===== config.mk =====
export PLATFORM = sky130hd
export DESIGN_NAME = div_ctrl_flat
export DESIGN_NICKNAME = d
export VERILOG_FILES = /design/src/rtl/div_ctrl_if.sv /design/src/rtl/div_ctrl.sv /design/src/flat_wrapper.sv
export SDC_FILE = /design/constraint.sdc
export NUM_CORES = 1
export LEC_CHECK = 0
export BUFFER_PORTS_ARGS = -buffer_cell sky130_fd_sc_hd__buf_2
export CORE_MARGIN = 2
export CORE_UTILIZATION = 64
export CTS_CLUSTER_DIAMETER = 120
export DETAILED_ROUTE_END_ITERATION = 6
export HOLD_SLACK_MARGIN = 0.1
export PLACE_DENSITY = 0.88
export SYNTH_ARGS = -nofsm -noshare
export SYNTH_HDL_FRONTEND = slang
export SYNTH_SLANG_ARGS = --single-unit

===== constraint.sdc =====
create_clock -name clk -period 7.06 [get_ports clk]
set_clock_uncertainty 0.2 [all_clocks]
set_input_delay 0.706 -clock clk [delete_from_list [all_inputs] [get_ports clk]]
set_output_delay 0.706 -clock clk [all_outputs]
set_load 0.05 [all_outputs]

===== src/rtl/div_ctrl_if.sv =====
// div_ctrl_if: request/acknowledge bundle shared by the two ratio requesters
// and the divider controller. Each requester drives one req bit and offers
// its ratio on its own div lane; the controller answers with a one-cycle ack.
interface div_ctrl_if #(
  parameter int W = 32
);
  logic [1:0]   req;
  logic [W-1:0] div0;
  logic [W-1:0] div1;
  logic [1:0]   ack;

  modport master (output req, output div0, output div1, input ack);
  modport slave  (input req, input div0, input div1, output ack);
endinterface


===== src/rtl/div_ctrl.sv =====
// div_ctrl: run-time controller for the programmable clock divider.
// Owns the active divide ratio, emits a one-cycle tick per period and a
// divided square wave. New ratios are accepted through a req/ack handshake
// and applied only at a period boundary so clk_out never produces a runt.
// Build option: define DIV_CTRL_FIXED_PRIO_EN for fixed-priority arbitration
// (requester 0 always wins ties); otherwise arbitration is round-robin.
module div_ctrl #(
  parameter int          W       = 32,
  parameter int unsigned RST_DIV = 0
) (
  input  logic       clk,
  input  logic       rst_n,
  div_ctrl_if.slave  bus,
  output logic       tick,
  output logic       clk_out,
  output logic       busy,
  output logic       running
);

  localparam logic [W-1:0] RST_DIV_W = W'(RST_DIV);

  // STOP/RUN is a pure decode of the active ratio; no separate state flop.
  typedef enum logic {
    ST_STOP = 1'b0,
    ST_RUN  = 1'b1
  } state_t;

  logic [W-1:0] act_div_reg,  act_div_next;
  logic [W-1:0] cnt_reg,      cnt_next;
  logic [W-1:0] pend_div_reg, pend_div_next;
  logic         pend_v_reg,   pend_v_next;
  logic [1:0]   ack_reg,      ack_next;
`ifndef DIV_CTRL_FIXED_PRIO_EN
  logic         last_gnt_reg, last_gnt_next;
`endif

  state_t state;
  logic   at_end;
  logic   grant1;
  logic   accept;

  assign state  = (act_div_reg == '0) ? ST_STOP : ST_RUN;
  assign at_end = (cnt_reg == act_div_reg - 1'b1);

  // Pick the winner among active requesters.
`ifdef DIV_CTRL_FIXED_PRIO_EN
  assign grant1 = bus.req[1] & ~bus.req[0];
`else
  assign grant1 = bus.req[1] & (~bus.req[0] | ~last_gnt_reg);
`endif

  // A request is taken only with the pending slot empty and no ack in
  // flight, so a req still high during its own ack cycle is not re-taken.
  assign accept = ~pend_v_reg & (ack_reg == 2'b00) & (|bus.req);

  // State register: every controller flop, async active-low reset.
  always_ff @(posedge clk or negedge rst_n) begin
    if (!rst_n) begin
      act_div_reg  <= RST_DIV_W;
      cnt_reg      <= '0;
      pend_div_reg <= '0;
      pend_v_reg   <= 1'b0;
      ack_reg      <= 2'b00;
`ifndef DIV_CTRL_FIXED_PRIO_EN
      last_gnt_reg <= 1'b1;
`endif
    end else begin
      act_div_reg  <= act_div_next;
      cnt_reg      <= cnt_next;
      pend_div_reg <= pend_div_next;
      pend_v_reg   <= pend_v_next;
      ack_reg      <= ack_next;
`ifndef DIV_CTRL_FIXED_PRIO_EN
      last_gnt_reg <= last_gnt_next;
`endif
    end
  end

  // Next-state: period counting, ratio apply at boundary, request accept.
  always_comb begin
    act_div_next  = act_div_reg;
    cnt_next      = cnt_reg;
    pend_div_next = pend_div_reg;
    pend_v_next   = pend_v_reg;
    ack_next      = 2'b00;
`ifndef DIV_CTRL_FIXED_PRIO_EN
    last_gnt_next = last_gnt_reg;
`endif

    case (state)
      ST_STOP: begin
        cnt_next = '0;
        if (pend_v_reg) begin
          act_div_next = pend_div_reg;
          pend_v_next  = 1'b0;
        end
      end
      ST_RUN: begin
        cnt_next = at_end ? '0 : cnt_reg + 1'b1;
        if (pend_v_reg && at_end) begin
          act_div_next = pend_div_reg;
          pend_v_next  = 1'b0;
        end
      end
      default: cnt_next = '0;
    endcase

    // Accept and apply are exclusive: apply needs pend_v set, accept clear.
    if (accept) begin
      pend_div_next = grant1 ? bus.div1 : bus.div0;
      pend_v_next   = 1'b1;
      ack_next      = grant1 ? 2'b10 : 2'b01;
`ifndef DIV_CTRL_FIXED_PRIO_EN
      last_gnt_next = grant1;
`endif
    end
  end

  // Outputs decode registers only, so none of them can glitch.
  assign running = (state == ST_RUN);
  assign tick    = running & at_end;
  assign clk_out = (cnt_reg < (act_div_reg >> 1));
  assign busy    = pend_v_reg;
  assign bus.ack = ack_reg;

endmodule


===== src/flat_wrapper.sv =====
// flat-port wrapper written by rule: the top's interface ports become plain ports
module div_ctrl_flat 
#(
  parameter int          W       = 32,
  parameter int unsigned RST_DIV = 0
)
  (clk, rst_n, tick, clk_out, busy, running, bus_req, bus_div0, bus_div1, bus_ack);
  div_ctrl_if #(.W(W)) bus_i ();
  input  logic clk;
  input  logic rst_n;
  output logic tick;
  output logic clk_out;
  output logic busy;
  output logic running;
  input wire logic [$bits(bus_i.req)-1:0] bus_req;
  input wire logic [$bits(bus_i.div0)-1:0] bus_div0;
  input wire logic [$bits(bus_i.div1)-1:0] bus_div1;
  output wire logic [$bits(bus_i.ack)-1:0] bus_ack;
  assign bus_i.req = bus_req;
  assign bus_i.div0 = bus_div0;
  assign bus_i.div1 = bus_div1;
  assign bus_ack = bus_i.ack;
  div_ctrl #(.W(W), .RST_DIV(RST_DIV)) u_core (.clk(clk), .rst_n(rst_n), .bus(bus_i), .tick(tick), .clk_out(clk_out), .busy(busy), .running(running));
endmodule

==> Yosys cells after proc, flatten, opt, wreduce, memory -nomap -nowiden <==
Cells that the tools add are included.
W data, S select, Z words.
{ "classes": {"reduce_logical": 5, "n_eq_ne": 4, "bitwise": 8, "addsub": 2, "n_mux": 12, "magnitude_cmp": 1} }
{ "ops": {"columns": ["op", "n"], "rows": [
  ["$mux W32", 4],
  ["$pmux W32 S2", 2],
  ["$add A32 B1 Y32 const B", 1],
  ["$eq A32 B32 Y1", 1],
  ["$logic_not A32 Y1", 1],
  ["$lt A32 B31 Y1", 1],
  ["$sub A32 B1 Y32 const B", 1],
  ["$and A1 B1 Y1", 4],
  ["$mux W2", 2],
  ["$mux W1", 3],
  ["$ne A3 B3 Y1 const B", 1],
  ["$not A1 Y1", 3],
  ["$logic_not A2 Y1", 1],
  ["$ne A2 B1 Y1 const B", 1],
  ["$ne A2 B2 Y1 const B", 1],
  ["$pmux W1 S2", 1],
  ["$reduce_and A2 Y1", 1],
  ["$reduce_or A2 Y1", 1],
  ["$logic_and A1 B1 Y1", 1],
  ["$or A1 B1 Y1", 1]
]} }
{ "totals": {"ff_bits": 100, "out_inout_bits": 6, "word_cells": 38} }

==> Longest topological paths before layout <==
Gate-level depths: netlist (run 1).
{ "depth": {"word_depth": 6, "mapped_depth": 12} }

==> Worst setup path after synthesis (run 1) <==
Ideal clock, no wire load.
{ "synth_path": {"kind": "register to output", "from": "register u_core.act_div_reg[4]", "to": "output port tick", "t_arrival_ns": 3.097, "required_time_ns": 6.154, "n_path_buf": 2, "slack_ns": 3.057, "path_stages_with_launch": 11, "cell_sequence": "dfrtp_1 -> nor4_1 -> buf_2 -> and4_1 -> buf_2 -> nand3_1 -> o21a_1 -> o31ai_1 -> nand4_1 -> or3_1 -> nor2_1"} }
{ "synth_via": {"elab_chain_cells": 3, "word_cells_on_any_way": 5, "classes_between": "1 x add/sub; 1 x eq/ne; 1 x mux; 1 x bitwise; 1 x reduce/logical"} }
{ "synth_lines": {"columns": ["item", "line", "rtl"], "rows": [
  ["start: declaration", "div_ctrl.sv:28", "logic [W-1:0] act_div_reg, act_div_next;"],
  ["start signal: assignment", "div_ctrl.sv:68", "act_div_reg <= act_div_next;"],
  ["$sub A32 B1 Y32 or $logic_not A32 Y1 (tied branches)", "div_ctrl.sv:43, div_ctrl.sv:42", null],
  ["$eq A32 B32 Y1 or $mux W1 (tied branches)", "div_ctrl.sv:43, div_ctrl.sv:42", null],
  ["$and A1 B1 Y1 *", "div_ctrl.sv:121", "assign tick = running & at_end;"],
  ["end: declaration", "flat_wrapper.sv:11", "output logic tick;"]
]} }
Every way passes the cells marked *; elsewhere a longest branch is shown, timed or not.

==> Final worst setup path (run 1) <==
{ "layout_path": {"from": "register u_core.act_div_reg[16]", "to": "output port tick"} }
Same word-level chain as after synthesis.

==> flow_summary.yaml, run 1 <==
run_status:
  status: "complete, no violations"
layout:
  synthToLayoutAreaGrowth_pct: 10.1
  antenna_cells: 0
  drive_above_1_share_pct: 13.7
  nNetsFinal: 855
floorplan:
  die_h_um: 105
  coreArea_um2: 9820
  start_util_pct: 66.0
  placementRows: 36
  dieArea_um2: 10900
  boundaryPins: 74
  die_x_um: 105
detailed_routing:
  ant_nets: 0
  remaining_drc_errors: 0
  via_count: 5645
  routed_wl_mm: 16.0
  drt_iter0_drc: 425
  dr.pass1.iters: 6
  routedWlPerCell_um: 17.9
  via_per_inst: 6.33
pwr:
  pwr-share-seq_pct: 53.5
  p_leak_nw: 3.33
  pwr-share-clk_pct: 22.1
  power.density_nw_per_um2: 207
  switchingPower_w: 0.000513
  netSwitchingFraction_pct: 34.7
  comb_power_share_pct: 24.4
  ir_worst_vdd_mv: 0.205
  p_int_w: 0.000965
hold_path:
  hold_path_class: "register to register"
setup_path:
  crit_path_start_kind: "register"
  path_max_fanout: 9
  cpPeakStageDelay_ns: 0.60
  crit_arrival_ns: 3.84
  end_kind: "output pin"
  path_cells: "nor4_1 -> nand2_1 -> nor4_1 -> xnor2_1 -> nor3_1 -> nand4_1 -> or3_1 -> nor2_1 -> buf_2"
  slowest_stage: "nor4_1"
  crit_top_cell: "nor4_1"
  worstPathRequired_ns: 6.15
  critPathKind: "register to output pin"
timing:
  max_freq_mhz: 211
  totalNegativeSetupSlack_ns: 0
  min_period_ns: 4.75
  setup_viol: 0
  finalMaxSlewViolations: 0
  worst_pin_slew_ns: 1.26
  post-route-period-util_pct: 67.2
  rsz0062_at_grt: "no"
  hold_viol_final: 0
  slew_headroom_pct: 15.8
  hold_slack_ns: 0.287
placement:
  dpl.hpwl_mm: 12.1
  place_congestion: 0.969
  place.port_buffers: 73
clock_network:
  cts_resized: 0
  clock_latency_ns: 0.38
  cts_sinks: 100
  cts_root_buf: "clkbuf_8"
  path_clk_slew_ns: 0.10
  clockBufferDepth: 2
  htree_levels: 3
  cts_buffers: 9
  cts_tree: "done"
synth:
  ys_seq_area_share_pct: 38.7
  ys_seq_elements: 100
  syn_area_um2: 6480
  async_reset_ff_share_pct: 100
  netlist_top_cells_area: "dfrtp_1 (38%), ha_1 (6.2%), mux2i_1 (5.1%)"
  syn-num-nets: 796
  synth_edf_count: 0
  yosys.cell_count.top_type: "dfrtp_1"
  synth_cells: 696
  yosys.area.top_type: "dfrtp_1"
  yosysUniqueCellTypes: 61
  synth_commonest_cells: "dfrtp_1 (99), nor2_1 (58), nand2_1 (57)"
  avgSynthCellArea_um2: 9.31
  synth_top_area_share_pct: 38.2
  synth_warnings: 0
  synth_ff_type: "dfrtp_1"
global_routing:
  grt_start_max_net_pins: 79
  grtUsageTotal_pct: 30.2
  grt_pass1_wl_mm: 26.6
  overflow: 0
  antenna_found_initial: 0
  grt_pass1_vias: 5511
flow_run:
  max_cap_violations: 0
final timing paths:
path                                          from                      end  slack (ns)  cells past startpoint
min reg2reg                u_core.pend_div_reg[24]  u_core.pend_div_reg[24]        0.29                      2
min                        u_core.pend_div_reg[24]  u_core.pend_div_reg[24]        0.29                      2
max reg2reg                  u_core.act_div_reg[0]       u_core.cnt_reg[24]        2.71                     10
max                         u_core.act_div_reg[16]                     tick        2.31                      9
max in group asynchronous                    rst_n   u_core.act_div_reg[26]        4.85                      3
min in group asynchronous                    rst_n       u_core.cnt_reg[11]        0.55                      2
power groups by stage:
| stage | registers, W | logic (W) | clock network [W] |
|---|---|---|---|
| finish | 0.000791 | 0.000360 | 0.000327 |
| global route | 0.000806 | 0.000406 | 0.000356 |
| CTS | 0.000789 | 0.000357 | 0.000332 |
| detailed placement | 0.000800 | 0.000354 | 0 |
| global placement | 0.000790 | 0.000332 | 0 |
| floorplan | 0.000755 | 0.000262 | 0 |
cell type report:
cell class                      count  area, µm²
Sequential cell                   100       2500
Inverter                           41        154
Fill cell                         728       2690
Clock buffer                       10        128
Timing Repair Buffer               81        430
Multi-Input combinational cell    522       3710
Clock inverter                      5       37.5
Tap cell                          133        166
critical path: cells and delay by family (launching register included):
kind                      cells  cell delay (ns)
xor gates and xnor gates      1             0.12
buffers and inverters         1             0.28
DFF                           1             0.49
and+or+nand+nor               7             2.56
stage by stage:
stage / worst slack (ns) / cells / utilization (%) / cell area (µm²) / total power (W)
CTS: 2.38 / 892 / 72.6 / 7130 / 0.00148
global route: 2.01 / 892 / 72.6 / 7130 / 0.00157
global placement: 2.84 / 876 / 70.8 / 6960 / 0.00112
floorplan: 3.06 / 696 / - / 6480 / 0.00102
detailed placement: 2.79 / 876 / 70.8 / 6960 / 0.00115
finish: 2.31 / 892 / 72.6 / 7130 / 0.00148
layer usage:
layer / track usage (%) / vias to the layer above / wire length, µm
met3: 5.99 / 44 / 1280
met1: 41.2 / 2698 / 6710
met4: 9.90 / 0 / 310
met5: 0 / - / 0
met2: 48.6 / 289 / 7670
li1: - / 2614 / -
cells by family (layout without fill, tap and decap cells):
kind of cell,count (synthesis),count (layout),synth area share [%]
compound gates,119,119,12.2
xor+xnor,68,68,9.19
fa+ha+maj,32,32,6.18
buf+inv,74,137,4.71
flops,100,100,38.7
mux,59,59,9.62
simple gates,244,244,19.4
layout by cell type (no fill, tap or decap), types with 8 or more instances in the layout:
cell       n
nor4_1    18
nor2_1    58
dfrtp_1   99
nand3_1   23
a21oi_1   12
o21ai_0   40
buf_2     72
ha_1      32
inv_1     41
mux2_1    26
xnor2_1   37
nand4_1   20
a21o_1    16
nor3_1    18
and3_1     8
buf_4      8
clkbuf_8   9
mux2i_1   33
xor2_1    31
nand2_1   57
timing repair:
| action | in CTS | in global routing |
|---|---|---|
| hold endpoints to repair | 22 | 0 |
| buffers inserted | 0 | 0 |
| setup endpoints to repair | 0 | 0 |
| hold buffers | 1 | 0 |
No activity file was read; power rests on OpenSTA's default activity.
==> run 2, diff against run 1 <==
--- a/config.mk
+++ b/config.mk
@@ -5,13 +5,14 @@
 export SDC_FILE = /design/constraint.sdc
 export NUM_CORES = 1
 export LEC_CHECK = 0
+export ABC_AREA = 1
 export BUFFER_PORTS_ARGS = -buffer_cell sky130_fd_sc_hd__buf_2
 export CORE_MARGIN = 2
-export CORE_UTILIZATION = 64
+export CORE_UTILIZATION = 54
 export CTS_CLUSTER_DIAMETER = 120
 export DETAILED_ROUTE_END_ITERATION = 6
 export HOLD_SLACK_MARGIN = 0.1
-export PLACE_DENSITY = 0.88
+export PLACE_DENSITY = 0.79
 export SYNTH_ARGS = -nofsm -noshare
 export SYNTH_HDL_FRONTEND = slang
 export SYNTH_SLANG_ARGS = --single-unit
==> constraint.sdc (replaced) <==
create_clock -name clk -period 4.3 [get_ports clk]
set_clock_uncertainty 0.2 [all_clocks]
set_input_delay 0.43 -clock clk [delete_from_list [all_inputs] [get_ports clk]]
set_output_delay 0.43 -clock clk [all_outputs]
set_load 0.05 [all_outputs]
==> run 2 against run 1 <==
- largest power group unchanged
- critical path type unchanged
- synthesized cell count grew 35%
- sequential share of layout area shrank 3.3 points
- critical path depth grew 6
- cell count grew 36%
- worst hold slack lost 0.18 ns
- flip-flop and latch count is the same
- clock-buffer cell count grew 2
- combinational power grew 94%
- core utilization shrank 6.5 points
- design area grew 10%
- non-clock buffer count grew 55
==> flow_summary.yaml, run 2 <==
run_status:
  status: "complete, no violations"
hold_path:
  hold_start: "bus_div0[30]"
  hold_depth: 3
  hold_path_class: "input port to register"
  hold_path_end: "u_core.pend_div_reg[30]"
clock_network:
  cts_resized: 0
  clock_latency_ns: 0.36
  clockBufferDepth: 2
  cts_root_buf: "clkbuf_16"
  cts_hold_buf: 59
  cts_sinks: 100
  path_clk_slew_ns: 0.07
  htree_levels: 3
  cts_tree: "done"
  cts_buffers: 9
  cts_setup_buffers: 0
placement:
  place_ws_ns: 1.09
  place_congestion: 0.977
  dpl.hpwl_mm: 12.4
  place.port_buffers: 73
  dp_cells: 1139
timing:
  max_freq_mhz: 286
  post-route-period-util_pct: 81.3
  slew_headroom_pct: 14.1
  layout_setup_ws_ns: 0.805
  hold_viol_final: 0
  setup_viol: 0
  min_period_ns: 3.50
  worst_pin_slew_ns: 1.29
  finalMaxSlewViolations: 0
  rsz0062_at_grt: "no"
  totalNegativeSetupSlack_ns: 0
setup_path:
  cpPeakStageDelay_ns: 0.40
  path_cells: "inv_1 -> ha_1 -> nand3_2 -> nor2_1 -> nand2_1 -> nand2_1 -> nand2_1 -> nor2_1 -> nand2_1 -> nor2_1 -> nand2_1 -> nor2_1 -> nand2_2 -> a21oi_1 -> buf_2"
  r2r_cells: 6
  worstPathRequired_ns: 3.67
  r2r-end: "u_core.pend_div_reg[29]"
  crit_arrival_ns: 2.87
  slowest_stage: "dfrtp_1"
  crit_path_start_kind: "register"
  rrSetupSlack_ns: 0.92
  end_kind: "output pin"
  crit_family: "simple AND/OR/NAND/NOR gates"
  critPathKind: "register to output pin"
  r2r_start: "u_core.busy"
  path_max_fanout: 8
  crit_buf_inv: 2
  crit_top_cell: "nand2_1"
synth:
  synth_commonest_cells: "nand2_1 (315), nor2_1 (119), nand3_1 (102)"
  synth_cells: 937
  synth_warnings: 0
  synth_edf_count: 0
  netlist_top_cells_area: "dfrtp_1 (38%), nand2_1 (18%), nand3_1 (7.8%)"
  syn-num-nets: 1037
  ys_seq_area_share_pct: 38.2
  synth_top_area_share_pct: 37.8
  syn_area_um2: 6560
  avgSynthCellArea_um2: 7.00
  synth_ff_type: "dfrtp_1"
  yosysUniqueCellTypes: 39
  yosys.cell_count.top_type: "nand2_1"
  async_reset_ff_share_pct: 100
  ys_seq_elements: 100
  yosys.area.top_type: "dfrtp_1"
global_routing:
  overflow: 0
  met3_usage_pct: 3.92
  met1_usage_pct: 41.6
  grtUsageTotal_pct: 30.2
  antenna_found_initial: 1
  met2_usage_pct: 49.0
  grt_pass1_wl_mm: 31.2
  grt_pass1_vias: 6461
  grt.busiest_layer: "met2"
  grt_start_max_net_pins: 71
floorplan:
  boundaryPins: 74
  start_util_pct: 55.0
  dieArea_um2: 13000
  coreArea_um2: 11900
  die_x_um: 114
  placementRows: 40
  die_h_um: 114
layout:
  final_common_cell: "nand2_1"
  final-instance-count-excl-fill: 1215
  nNetsFinal: 1162
  final_util_pct: 66.1
  drive_above_1_share_pct: 11.3
  synthToLayoutAreaGrowth_pct: 20.1
  n_fill_cell: 986
  final_cell_mix: "nand2_1 (315), nor2_1 (118), nand3_1 (102)"
detailed_routing:
  routed_wl_mm: 18.4
  via_count: 6542
  ant_nets: 0
  via_per_inst: 5.38
  dr.pass1.iters: 5
  routedWlPerCell_um: 15.1
  drt_iter0_drc: 396
  remaining_drc_errors: 0
pwr:
  power_w: 0.00274
  p_leak_nw: 4.02
  ir_worst_vdd_mv: 0.309
  power.density_nw_per_um2: 348
flow_run:
  max_cap_violations: 0
## run 2: cell types whose count changed after synthesis, moves of 33 or more
cell	delta
nand3_1	+79
inv_1	+51
mux2i_1	-33
nor2_1	+61
nand2_1	+258
## run 2: layout make-up
class                           instances  area [µm²]  share of cell area (%)
Sequential cell                       100        2500                    31.8
Clock buffer                           12         236                    3.00
Antenna cell                            1        2.50                  0.0318
Multi-Input combinational cell        719        3560                    45.3
Tap cell                              147         184                    2.34
Clock inverter                          4        32.5                   0.413
Inverter                               96         360                    4.58
Timing Repair Buffer                  136         988                    12.6
## run 2: worst min-delay path: cells and delay by family
family                 cells  cell delay, ns
buffers and inverters      1            0.08
AND/OR/NAND/NOR            2            0.12
## run 2: cells by family (layout without fill, tap and decap cells)
logic type | count (synthesis) | in the layout | share of synthesized area (%)
adders and majority gates | 32 | 32 | 6.11
xor gates and xnor gates | 36 | 36 | 4.81
buffers and inverters | 118 | 248 | 7.54
and+or+nand+nor | 599 | 599 | 38.8
DFF | 100 | 100 | 38.2
other | 0 | 1 | 0
AOI/OAI and AO/OA | 52 | 52 | 4.56
## run 2: report_power, final
group	switching [W]	total [W]	internal, W
Combinational	0.000342	0.000698	0.000356
Sequential	0.000155	0.00127	0.00112
Clock	0.000369	0.000767	0.000398
## run 2: through the flow
| stage | hold WS (ns) | instance area (µm²) |
|---|---|---|
| 2_1_floorplan | -0.0656 | 6560 |
| 3_3_place_gp | 0.277 | 7010 |
| 3_5_place_dp | 0.283 | 7010 |
| 6_report | 0.102 | 7870 |
| 4_1_cts | 0.102 | 7870 |
| 5_1_grt | 0.113 | 7870 |
## run 2: worst max path at each step
stage                           from                     end  slack, ns  cells past startpoint
2_1_floorplan  u_core.act_div_reg[0]                    tick       1.18                     13
3_3_place_gp   u_core.act_div_reg[0]   u_core.act_div_reg[0]       1.18                     17
3_5_place_dp   u_core.act_div_reg[0]  u_core.act_div_reg[10]       1.09                     17
4_1_cts        u_core.act_div_reg[0]                    tick       0.79                     15
5_1_grt        u_core.act_div_reg[0]                    tick       0.52                     15
6_report       u_core.act_div_reg[0]                    tick       0.80                     15
## run 2: routing by layer
layer	share of wire (%)	wire [µm]
met4	2.9	524
met5	0	0
met3	5.9	1090
met2	46	8440
met1	45	8320
==> run 3, diff against run 2 <==
--- a/config.mk
+++ b/config.mk
@@ -5,14 +5,14 @@
 export SDC_FILE = /design/constraint.sdc
 export NUM_CORES = 1
 export LEC_CHECK = 0
-export ABC_AREA = 1
+export ABC_AREA = 0
 export BUFFER_PORTS_ARGS = -buffer_cell sky130_fd_sc_hd__buf_2
 export CORE_MARGIN = 2
-export CORE_UTILIZATION = 54
+export CORE_UTILIZATION = 59
 export CTS_CLUSTER_DIAMETER = 120
 export DETAILED_ROUTE_END_ITERATION = 6
 export HOLD_SLACK_MARGIN = 0.1
-export PLACE_DENSITY = 0.79
+export PLACE_DENSITY = 0.82
 export SYNTH_ARGS = -nofsm -noshare
 export SYNTH_HDL_FRONTEND = slang
 export SYNTH_SLANG_ARGS = --single-unit
==> constraint.sdc (replaced) <==
create_clock -name clk -period 3.4 [get_ports clk]
set_clock_uncertainty 0.2 [all_clocks]
set_input_delay 0.34 -clock clk [delete_from_list [all_inputs] [get_ports clk]]
set_output_delay 0.34 -clock clk [all_outputs]
set_load 0.05 [all_outputs]
==> run 3 against run 2 <==
- critical path type unchanged
- via count increased by 20%
- largest cell class unchanged
- the flow now finishes with violations (design-rule violations, negative setup slack)
- die area decreased by 9.2%
- routed wire length increased by 67%
==> flow_summary.yaml, run 3 (synthesis gave the netlist of run 1 again) <==
layout:
  synthToLayoutAreaGrowth_pct: 45.5
  final_common_cell: "dfrtp_1"
  fin_area_um2: 9430
  n_fill_cell: 421
  antenna_cells: 0
  drive_above_1_share_pct: 34.2
  nNetsFinal: 1012
  final_cell_mix: "dfrtp_1 (90), buf_4 (77), buf_2 (70)"
  final-instance-count-excl-fill: 1057
placement:
  placement.cell_area_um2: 7480
  dpl.hpwl_mm: 13.5
  place.port_buffers: 73
  place_congestion: 0.937
  place_ws_ns: -0.140
  dp_cells: 947
timing:
  worst_pin_slew_ns: 0.868
  finalMaxSlewViolations: 0
  min_period_ns: 4.32
  hold_viol_final: 0
  setup_viol: 68
  post-route-period-util_pct: 127
  slew_headroom_pct: 42.2
  max_freq_mhz: 231
  layout_setup_ws_ns: -0.921
  rsz0062_at_grt: "yes"
clock_network:
  clock_latency_ns: 0.42
  cts_buffers: 9
  cts_root_buf: "clkbuf_8"
  cts_sinks: 100
  cts_tree: "done"
  path_clk_slew_ns: 0.13
  htree_levels: 3
  clockBufferDepth: 2
pwr:
  ir_worst_vdd_mv: 0.423
  switchingPower_w: 0.00157
  pwr-share-seq_pct: 44.8
  pwr-share-clk_pct: 21.5
  netSwitchingFraction_pct: 40.9
  p_int_w: 0.00227
  power_w: 0.00384
  p_leak_nw: 4.24
  power.density_nw_per_um2: 408
  comb_power_share_pct: 33.8
setup_path:
  slowest_stage: "nor4_2"
  worstPathRequired_ns: 2.86
  end_kind: "output pin"
  path_max_fanout: 5
  crit_arrival_ns: 3.78
  cpPeakStageDelay_ns: 0.52
  path_cells: "nor4_1 -> buf_4 -> nand4_1 -> nor4_2 -> a211oi_1 -> o21ai_1 -> nand2_2 -> or3_4 -> nor2_4 -> buf_8"
  crit_path_start_kind: "register"
  critPathKind: "register to output pin"
detailed_routing:
  routed_wl_mm: 30.6
  ant_nets: 0
  via_per_inst: 7.41
  via_count: 7831
  routedWlPerCell_um: 29.0
  remaining_drc_errors: 111
  dr.pass1.iters: 7
  drt_iter0_drc: 1471
run_status:
  status: "finished, violations left"
  violations: "design-rule violations, negative setup slack"
floorplan:
  boundaryPins: 74
  placementRows: 38
  die_x_um: 109
  die_h_um: 109
  start_util_pct: 60.0
  dieArea_um2: 11800
  coreArea_um2: 10800
global_routing:
  grt_pass1_wl_mm: 36.5
  grt_pass1_vias: 6837
  antenna_found_initial: 0
  overflow: 0
  grtUsageTotal_pct: 40.7
  grt_start_max_net_pins: 62
hold_path:
  hold_path_class: "input port to register"
flow_run:
  max_cap_violations: 0
[run 3: cell type report]
type	instances	area (µm²)	area share (%)
Clock buffer	10	138	1.46
Tap cell	140	175	1.86
Timing Repair Buffer	238	2000	21.3
Multi-Input combinational cell	522	4390	46.5
Inverter	41	156	1.66
Sequential cell	100	2510	26.7
Clock inverter	6	51.3	0.544
[run 3: power groups by stage]
stage          Clock [W]  Combinational (W)  Sequential, W
2_1_floorplan          0           0.000546        0.00157
3_3_place_gp           0           0.000782        0.00162
3_5_place_dp           0           0.000831        0.00164
4_1_cts         0.000768           0.000968        0.00162
5_1_grt         0.000851            0.00136        0.00171
6_report        0.000825            0.00130        0.00172
[run 3: timing repair]
item | 4_1_cts | 5_1_grt
buffers inserted | 12 | 18
hold endpoints to repair | 90 | 0
endpoints found under the setup margin | 64 | 66
hold buffers | 63 | 0
pin swaps | 14 | 42
resized for setup | 44 | 145
cloned | 2 | 6
[run 3: worst paths after layout]
| path | from | endpoint | slack [ns] | cells after the start |
|---|---|---|---|---|
| max in group asynchronous | rst_n | u_core.last_gnt_reg | 1.74 | 3 |
| min in group asynchronous | rst_n | u_core.cnt_reg[5] | 0.34 | 2 |
| worst max-delay path | u_core.act_div_reg[17] | tick | -0.92 | 10 |
| worst min register to register | u_core.pend_div_reg[19] | u_core.pend_div_reg[19] | 0.33 | 2 |
| worst min-delay path | bus_div1[1] | u_core.pend_div_reg[1] | 0.09 | 3 |
| worst max register to register | u_core.act_div_reg[17] | u_core.act_div_reg[21] | -0.68 | 12 |
[run 3: through the flow]
step	utilization, %	hold slack (ns)	setup TNS [ns]
after floorplan	-	-0.156	-0.0216
after global placement	69.3	0.256	-1.82
after detailed placement	69.3	0.266	-3.55
after CTS	79.5	0.115	-2.19
after global routing	87.4	0.0707	-38.19
final	87.4	0.0901	-39.70
[run 3: worst max-delay path: cells and delay by family, from the launching register on]
kind / cells / cell delay [ns]
buf+inv: 2 / 0.41
simple gates: 6 / 1.99
compound gates: 2 / 0.46
flops: 1 / 0.48
[run 3: per-layer routing]
| metal | vias to the layer above | global-route usage (%) | part of all wire [%] |
|---|---|---|---|
| met2 | 952 | 66.7 | 43 |
| met5 | - | 0 | 0 |
| met4 | 0 | 20.6 | 12 |
| met3 | 401 | 7.47 | 14 |
| met1 | 3550 | 51.7 | 32 |
| li1 | 2928 | - | - |
